File: src/rtl/uart_transmitter.sv
// 8N1 UART transmitter with a one-byte holding register for gapless back-to-back frames.
module uart_transmitter #(
    parameter int unsigned CLKS_PER_BIT = 22274
) (
    input  logic       clk,
    input  logic       i_reset,
    input  logic [7:0] i_data,
    input  logic       i_valid,
    output logic       o_ready,
    output logic       o_tx,
    output logic       o_busy
);

    localparam int unsigned CNT_W = 16;
    localparam logic [CNT_W-1:0] LAST_CNT = CNT_W'(CLKS_PER_BIT - 1);

    typedef enum logic [1:0] {
        IDLE  = 2'd0,
        START = 2'd1,
        DATA  = 2'd2,
        STOP  = 2'd3
    } state_t;

    state_t           state_q, state_d;
    logic [CNT_W-1:0] cnt_q, cnt_d;
    logic [2:0]       bit_q, bit_d;
    logic [7:0]       shift_q, shift_d;
    logic [7:0]       hold_q, hold_d;
    logic             hold_full_q, hold_full_d;
    logic             tx_q, tx_d;
    logic             ready_q, ready_d;
    logic             busy_q, busy_d;
    logic             accept_c, last_c, load_c;

    // Next-state, counters, holding register and registered-output values.
    always_comb begin
        accept_c = i_valid && ready_q;
        last_c   = (cnt_q == LAST_CNT);
        load_c   = 1'b0;
        state_d  = state_q;
        cnt_d    = cnt_q;
        bit_d    = bit_q;

        case (state_q)
            IDLE: begin
                cnt_d = '0;
                if (hold_full_q) begin
                    load_c  = 1'b1;
                    state_d = START;
                end
            end
            START: begin
                cnt_d = last_c ? '0 : cnt_q + CNT_W'(1);
                if (last_c) begin
                    state_d = DATA;
                    bit_d   = 3'd0;
                end
            end
            DATA: begin
                cnt_d = last_c ? '0 : cnt_q + CNT_W'(1);
                if (last_c) begin
                    if (bit_q == 3'd7) begin
                        state_d = STOP;
                    end else begin
                        bit_d = bit_q + 3'd1;
                    end
                end
            end
            STOP: begin
                cnt_d = last_c ? '0 : cnt_q + CNT_W'(1);
                if (last_c) begin
                    // Chain straight into the next start bit when a byte is waiting.
                    if (hold_full_q) begin
                        load_c  = 1'b1;
                        state_d = START;
                    end else begin
                        state_d = IDLE;
                    end
                end
            end
            default: begin
                state_d = IDLE;
                cnt_d   = '0;
            end
        endcase

        shift_d = load_c ? hold_q : shift_q;
        hold_d  = accept_c ? i_data : hold_q;

        // Set wins over clear, even though both cannot occur together.
        if (accept_c) begin
            hold_full_d = 1'b1;
        end else if (load_c) begin
            hold_full_d = 1'b0;
        end else begin
            hold_full_d = hold_full_q;
        end

        case (state_d)
            START:   tx_d = 1'b0;
            DATA:    tx_d = shift_d[bit_d];
            default: tx_d = 1'b1;
        endcase

        ready_d = !hold_full_d;
        busy_d  = (state_d != IDLE) || hold_full_d;
    end

    // State and output registers; reset drives the line high immediately.
    always_ff @(posedge clk or posedge i_reset) begin
        if (i_reset) begin
            state_q     <= IDLE;
            cnt_q       <= '0;
            bit_q       <= 3'd0;
            shift_q     <= 8'd0;
            hold_q      <= 8'd0;
            hold_full_q <= 1'b0;
            tx_q        <= 1'b1;
            ready_q     <= 1'b1;
            busy_q      <= 1'b0;
        end else begin
            state_q     <= state_d;
            cnt_q       <= cnt_d;
            bit_q       <= bit_d;
            shift_q     <= shift_d;
            hold_q      <= hold_d;
            hold_full_q <= hold_full_d;
            tx_q        <= tx_d;
            ready_q     <= ready_d;
            busy_q      <= busy_d;
        end
    end

    assign o_tx    = tx_q;
    assign o_ready = ready_q;
    assign o_busy  = busy_q;

endmodule

File: config.mk
export PLATFORM = sky130hd
export DESIGN_NAME = uart_transmitter
export DESIGN_NICKNAME = d
export VERILOG_FILES = /design/src/rtl/uart_transmitter.sv
export SDC_FILE = /design/constraint.sdc
export NUM_CORES = 1
export LEC_CHECK = 0
export CORE_MARGIN = 5
export CORE_UTILIZATION = 35
export CTS_BUF_LIST = sky130_fd_sc_hd__clkbuf_16
export DETAILED_ROUTE_END_ITERATION = 8
export GPL_ROUTABILITY_DRIVEN = 0
export GPL_TIMING_DRIVEN = 1
export MAX_ROUTING_LAYER = met4
export SYNTH_ARGS = -nofsm -noshare
export SYNTH_HDL_FRONTEND = slang
export SYNTH_SLANG_ARGS = --single-unit
File: constraint.sdc
create_clock -name clk -period 4.4 [get_ports clk]
set_input_delay 0.66 -clock clk [delete_from_list [all_inputs] [get_ports clk]]
set_output_delay 0.66 -clock clk [all_outputs]
set_load 0.05 [all_outputs]
======== Word-level counts from Yosys, hierarchy flattened ========
Cells that the tools add are included.
storage, ports and cells
  register bits ........................... 41
  output and inout bits ................... 3
  logic and storage cells ................. 47
operators by class
  add/sub/neg operators ................... 2
  $lt $le $gt $ge ......................... 1
  equal/unequal tests ..................... 7
  muxes and demuxes ....................... 22
  reductions and logical operators ........ 6
operators with widths
  operator               number
  $pmux 16 s2            1
  $add 16x1->16 const B  1
  $eq 16x15->1 const B   1
  $mux 16                1
  $mux 2                 5
  $mux 3                 3
  $mux 8                 1
  $pmux 2 s4             1
  $eq 2x2->1 const B     3
  $mux 1                 6
  $pmux 3 s2             1
  $eq 2x1->1 const B     2
  $lt 3x4->1 const B     1
  $pmux 1 s2             2
  $add 3x1->3 const B    1
  $bmux 1 s3             1
  $eq 3x3->1 const B     1
  $reduce_or 3->1        1
  $logic_not 2->1        1
  $reduce_bool 2->1      1
  $logic_and 1x1->1      1
  $logic_not 1->1        1
  $logic_or 1x1->1       1

======== Depth between registers and ports, before layout ========
Gate-level depths: netlist of the first run.
  depth after elaboration ................. 7
  mapped depth ............................ 11
  gate-level depth less buffers ........... 10

======== Least setup slack after synthesis of the first run ========
No wires, ideal clock.
  path kind ............................... register to register
  start ................................... register cnt_q[1]
  end ..................................... register tx_q, in the netlist o_tx
  library setup time ...................... 0.094 ns
  arrival ................................. 2.641 ns
  required time ........................... 4.306 ns
  path slack .............................. 1.665 ns
  stages on the path, launching flop included .. 10
  buffers on the path ..................... 0
  clock period less this slack ............ 2.735 ns
  cells stage by stage .................... dfrtp_1 inv_1 ha_1 or4b_1 nor4_1 nor2_1 nor3b_2 mux4_1 a31oi_1 a41oi_2
between the ends
  longest elaborated chain between the ends .. 7
  elaborated cells between the ends (all ways) .. 16
ends and longest elaborated chain
  what                          line  source
  from (decl)                   25    logic [CNT_W-1:0] cnt_q, cnt_d;
  from (signal assigned)        123   cnt_q <= cnt_d;
  $eq 16x15->1 *                38    last_c = (cnt_q == LAST_CNT);
  $mux 1                        71    if (last_c) begin
  $pmux 1 s2                    44    case (state_q)
  $mux 8                        87    shift_d = load_c ? hold_q : shift_q;
  $bmux 1 s3                    101   DATA: tx_d = shift_d[bit_d];
  $mux 1 (implied by the code)  101
  $pmux 1 s2 *                  99    case (state_d)
  net tx_d                      30    logic tx_q, tx_d;
  to (signal assigned)          128   tx_q <= tx_d;
  to (decl)                     30
The timed path passes the listed nets; every way through them passes the cells marked *. The select of a mux whose other input is x is not followed.
A chain may end at the register's enable or synchronous reset.

======== Worst setup path after layout of the first run ========
Same ends and word-level chain as after synthesis.

==> metrics.csv, run 1 <==
metric;value;unit
fraction of synthesized cell area in xor and xnor cells;4.92;%
post-synthesis adder-cell area fraction;4.68;%
CP max FO;14;
number of vias per cell;5.22;
Worst path max stage delay;0.65;ns
vias;1519;
Post-Synth Simple-Gate Area;17.6;%
Cell Area, Synth;2140;um2
Clock Sink Count;41;
area leader, netlist;dfrtp_1;
Hold Buf Count CTS;0;
post-CTS sizing;0;
Die Span X;88.2;um
status;finished, final reports clean;
Setup crit end kind;register;
CTS tree;done;
count leader, synth;dfrtp_1;
Setup-failing EPs final;0;
Mean Syn Cell Area;10.8;um2
synth warn;0;
Cells after Synth;198;
CP top delay family;compound AO/OA/AOI/OAI gates;
DRC errors left;0;
Area Growth Syn to Fin;17.6;%
Port Buf Inserts;13;
largest family of logic cells by synthesized area;simple AND/OR/NAND/NOR gates;
RSZ-0062 raised after global routing;no;
Post-CTS Repair Setup Buffers;0;
Crit-path slowest cell;or4_4;
GRT Total Usage;11.6;%
Synth Flop Type;dfrtp_1;
Post-synth EDFFs;0;
Synthesized Nets;217;
CP Launch Type;register;
largest net degree at the start of global routing;42;
Rows;28;
Pwr Density;355;nW/um2
CTS buffer count;5;
Starting Density;36.1;%
Clock Skews;0.00447;ns
Max Cap Viol;0;
Synth async-reset ratio;100;%
slew at the pin with the worst max-slew slack;0.928;ns
mux contribution to synthesized area;11.2;%
Die Area;7770;um2
antenna violations before repair;0;
setup TNS;0;ns
Antenna diodes;0;
WP data arrival;3.23;ns
Yosys reg bits;41;
Slew Limit Fails;0;
Pleak;0.00111;uW
final WL;4020;um
clock slew at reported path FFs;0.06;ns
vias in the first global route;1429;
IO Pins;14;
CP required;4.60;ns
largest cells by area after synthesis;dfrtp_1 46%, mux2_2 8.4%, ha_1 4.7%;
Root Buffer;clkbuf_16;
most frequent cells after synthesis;39 x dfrtp_1, 18 x nor2_1, 17 x nand3_1;
synth unique cells;44;
ANT nets after route;0;
f_max;330;MHz
fin crit period;3.03;ns
first-pass GRT wire length;6850;um
Fill cells;551;
Non-Filler Instances;291;
fin nets;234;
Max Buffers Root-to-Sink;2;
crit path kind;reg -> reg;
core area;5920;um2
post-synth top area share;45.6;%
CP cell instances;inv_1 -> ha_1 -> or4b_1 -> or4_4 -> a31oi_1 -> o21ai_0 -> a311oi_1 -> a22oi_1 -> a41oi_2;
relative slew slack;37.9;%
Die Y;88.2;um
share of layout cells above drive strength 1;16.7;%
Hold/Removal Path Class;reg -> reg;
post-synthesis compound-gate area fraction;10.0;%
maximum VDD drop;222;uV
Tcrit/Tclk final;68.9;%
H-tree depth;2;
first-pass iteration count of the detailed router;4;
clk_lat worst skew;0.28;ns
Initial DRC Count;107;
Seq/Total Area, Yosys;48.1;%
placed instance count;283;
Bufs and invs on worst path;1;
DR WL/cell;13.8;um
final hold violation count;0;
total congestion overflow;0;
half-perimeter wire length after detailed placement;2760;um
## final timing paths
check                             end       start  slack [ns]  cells past startpoint
min                        shift_q[2]  shift_q[2]        0.50                      1
min in group asynchronous    cnt_q[6]     i_reset        0.80                      3
max                              o_tx    cnt_q[1]        1.37                      9
max reg2reg                      o_tx    cnt_q[1]        1.37                      9
min reg2reg                shift_q[2]  shift_q[2]        0.50                      1
max in group asynchronous        o_tx     i_reset        3.21                      3
## state kept, by name (all words and copies together) (netlist names)
register,count
bit_q,3
cnt_q,16
hold_full_q,1
hold_q,8
o_busy,1
o_ready,1
o_tx,1
shift_q,8
state_q,2
## power by group
part | total (uW) | switching, uW | internal [uW]
logic | 55.6 | 22.7 | 32.9
clock network | 407 | 142 | 265
registers | 429 | 21.9 | 407
total | 891 | 187 | 705
## cells by family (layout without fill, tap and decap cells)
kind of cell             Yosys count  in the layout
AO/OA/AOI/OAI                     31             31
XOR/XNOR                          12             12
adder cells (fa/ha/maj)            8              8
buffers and inverters             18             36
flip-flops                        41             41
multiplexers                      19             19
AND/OR/NAND/NOR                   69             69
## metrics by stage
step	utilization, %	setup WS, ns	total power, uW	hold slack, ns	area, um2
2_1_floorplan	-	1.66	466	0.471	2140
3_3_place_gp	39.6	1.50	491	0.479	2350
3_5_place_dp	39.6	1.40	492	0.491	2350
4_1_cts	42.5	1.34	904	0.507	2510
5_1_grt	42.5	1.21	934	0.520	2510
6_report	42.5	1.37	891	0.503	2510
## worst reg2reg max path: cells and delay by family, from the launching register on
family / cells / cell delay (ns)
AOI/OAI and AO/OA: 5 / 1.26
and+or+nand+nor: 2 / 1.12
DFF: 1 / 0.40
adders and majority gates: 1 / 0.12
buffers and inverters: 1 / 0.06
## metal layers
metal	GRT usage, %	share of wire, %	wire, um	up-vias
met2	18.4	48	1930	32
met3	1.98	3.6	146	5
met4	4.12	1.5	61	0
met5	-	0	0	-
li1	-	-	-	739
met1	15.0	47	1880	743
## layout by cell type, fill, tap and decap left out, types with 4 or more instances in the layout
| master | synthesis | final |
|---|---|---|
| xnor2_1 | 5 | 5 |
| mux2_2 | 16 | 16 |
| clkdlybuf4s50_1 | 0 | 13 |
| inv_1 | 13 | 13 |
| nand2_1 | 9 | 9 |
| nand3_1 | 17 | 17 |
| xor2_1 | 7 | 7 |
| dfrtp_1 | 39 | 39 |
| a21oi_1 | 5 | 5 |
| nand4_1 | 4 | 4 |
| ha_1 | 8 | 8 |
| o21ai_0 | 12 | 12 |
| nor2_1 | 18 | 18 |
| clkbuf_16 | 0 | 5 |
| and3_1 | 4 | 4 |
## final cells by class
cell class	instances	area, um2	area share, %
Tap cell	75	93.8	3.73
Sequential cell	41	1030	40.9
Timing Repair Buffer	14	138	5.48
Multi-Input combinational cell	139	1030	41.2
Clock inverter	3	41.3	1.64
Clock buffer	5	125	4.98
Inverter	14	52.6	2.09
Note: power is estimated with default switching activity, not from simulation.
==> run 2, diff against run 1 <==
- clock period: 4.4 -> 3.08 ns (I/O delays scaled with it)
==> run 2 against run 1 <==
Against the previous run: worst hold slack lost 0.0038 ns; cell count is 0.34% higher; first-iteration DRC count fell by 9.3%; maximum frequency grew 2.9%; non-clock buffer count increased by 1; utilization grew 0.59 points; clock skew is 0.0012 ns higher; count of clock-buffer cells in the layout unchanged; register-to-register slack got worse by 1.2 ns; flip-flop and latch count stayed put; critical endpoint unchanged.
==> metrics.csv, run 2 (same netlist as run 1, synthesis figures left out) <==
metric;value;unit;change
ANT nets after route;0;;unchanged
vias in the first global route;1500;;+5.0%
Setup-failing EPs final;0;;unchanged
clock slew at reported path FFs;0.06;ns;about the same
f_max;340;MHz;+2.9%
IO Pins;14;;unchanged
final hold violation count;0;;unchanged
first-pass GRT wire length;6970;um;+1.7%
Tcrit/Tclk final;95.6;%;+27 points
total congestion overflow;0;;unchanged
Crit-path slowest cell;or4_4;;
Clock Sink Count;41;;unchanged
Starting Density;36.1;%;unchanged
number of vias per cell;5.18;;-0.80%
largest net degree at the start of global routing;42;;unchanged
half-perimeter wire length after detailed placement;2730;um;-1.1%
Worst path max stage delay;0.65;ns;about the same
clk_lat worst skew;0.28;ns;about the same
Area Growth Syn to Fin;19.2;%;
Die Span X;88.2;um;unchanged
fin nets;235;;+0.43%
first-pass iteration count of the detailed router;4;;unchanged
CTS tree;done;;
Pwr Density;538;nW/um2;+52%
most frequent cells in the layout;39 x dfrtp_1, 18 x nor2_1, 17 x nand3_1;;
maximum VDD drop;300;uV;+35%
Hold WS;0.500;ns;-0.00377 ns
DR WL/cell;13.1;um;-4.9%
final WL;3830;um;-4.6%
max FFs per register;16;;unchanged
status;finished, final reports clean;;
R2R cell count;9;;unchanged
Initial DRC Count;97;;-9.3%
H-tree depth;2;;unchanged
Bufs and invs on worst path;1;;unchanged
Port Buf Inserts;13;;unchanged
RSZ-0062 raised after global routing;no;;
CTS buffer count;5;;unchanged
Max Cap Viol;0;;unchanged
commonest non-fill, non-tap cell in the layout;dfrtp_1;;
antenna violations before repair;0;;unchanged
vias;1512;;-0.46%
R2R Path Start;cnt_q[1];;
Critical R2R Capture;o_tx;;
Setup crit end kind;register;;
Hold Startpoint;shift_q[3];;
Root Buffer;clkbuf_16;;
WP data arrival;3.14;ns;-0.09 ns
Die Y;88.2;um;unchanged
CP required;3.28;ns;-1.32 ns
Clock Skews;0.00572;ns;+0.00125 ns
post-CTS sizing;0;;unchanged
CP Launch Type;register;;
CP max FO;14;;unchanged
slew at the pin with the worst max-slew slack;0.936;ns;+0.00771 ns
crit path kind;reg -> reg;;
CP top delay family;simple AND/OR/NAND/NOR gates;;
Slew Limit Fails;0;;unchanged
relative slew slack;37.4;%;-0.52 points
Hold Buf Count CTS;0;;unchanged
Post-CTS Repair Setup Buffers;0;;unchanged
register name with the most flops;cnt_q;;
Die Area;7770;um2;unchanged
hold depth;1;;unchanged
fin crit period;2.95;ns;-0.0864 ns
Max Buffers Root-to-Sink;2;;unchanged
core area;5920;um2;unchanged
Antenna diodes;0;;unchanged
placed instance count;284;;+0.35%
setup TNS;0;ns;unchanged
Rows;28;;unchanged
Non-Filler Instances;292;;+0.34%
dpl ws;0.164;ns;-1.24 ns
top flop regs;cnt_q (16), hold_q (8), shift_q (8);;
post-route setup slack;0.135;ns;-1.23 ns
CP cell instances;inv_1 -> ha_1 -> or4b_1 -> or4_4 -> and3_1 -> nor2_1 -> mux4_1 -> a31oi_1 -> a41oi_2;;
GRT Total Usage;11.8;%;+0.12 points
DRC errors left;0;;unchanged
reg2reg setup slack;0.13;ns;-1.23 ns
share of layout cells above drive strength 1;17.5;%;+0.84 points
Hold/Removal Path Class;reg -> reg;;
Pleak;0.00113;uW;+2.0%
hold endpoint;shift_q[3];;
## run 2: area by class of cell
type / instances / area, um2
inverter: 14 / 52.6
timing repair buffer: 15 / 145
clock inverter: 3 / 68.8
sequential: 41 / 1030
tap: 75 / 93.8
clock buffer: 5 / 125
fill: 551 / 3370
multi-input combinational: 139 / 1030
## run 2: routing by layer
metal	global-route usage [%]	share of wire (%)
met1	15.4	51
met2	17.2	44
met5	-	0
met3	2.82	3.2
met4	5.36	2.0
## run 2: metrics by stage
step                      utilization (%)  power (uW)  instance area, um2
after global placement               39.8         702                2350
after floorplan                         -         665                2140
after global routing                 43.0        1430                2550
final                                43.0        1370                2550
after CTS                            43.0        1390                2550
after detailed placement             39.8         703                2350
## run 2: worst register-to-register path, cell delays in order, from the launching register on
cell and delay [ns]:
dfrtp_1 0.40, inv_1 0.06, ha_1 0.12, or4b_1 0.47, or4_4 0.65, and3_1 0.26
nor2_1 0.19, mux4_1 0.35, a31oi_1 0.23, a41oi_2 0.13
## run 2: report_power, final
group	total (uW)	internal [uW]	switching [uW]	leakage, uW
sequential	612	581	31.5	0.000523
combinational	78.5	46.9	31.6	0.000515
clock	680	467	213	0.0000944
## run 2: how the worst max path moves through the flow
stage                      end  depth (start not counted)  slack, ns  startpoint
after floorplan           o_tx                          9       0.34    cnt_q[1]
after detailed placement  o_tx                          9       0.16    cnt_q[1]
after global placement    o_tx                          9       0.22    cnt_q[1]
after global routing      o_tx                          9       0.01    cnt_q[1]
after CTS                 o_tx                          9       0.17    cnt_q[1]
final                     o_tx                          9       0.13    cnt_q[1]
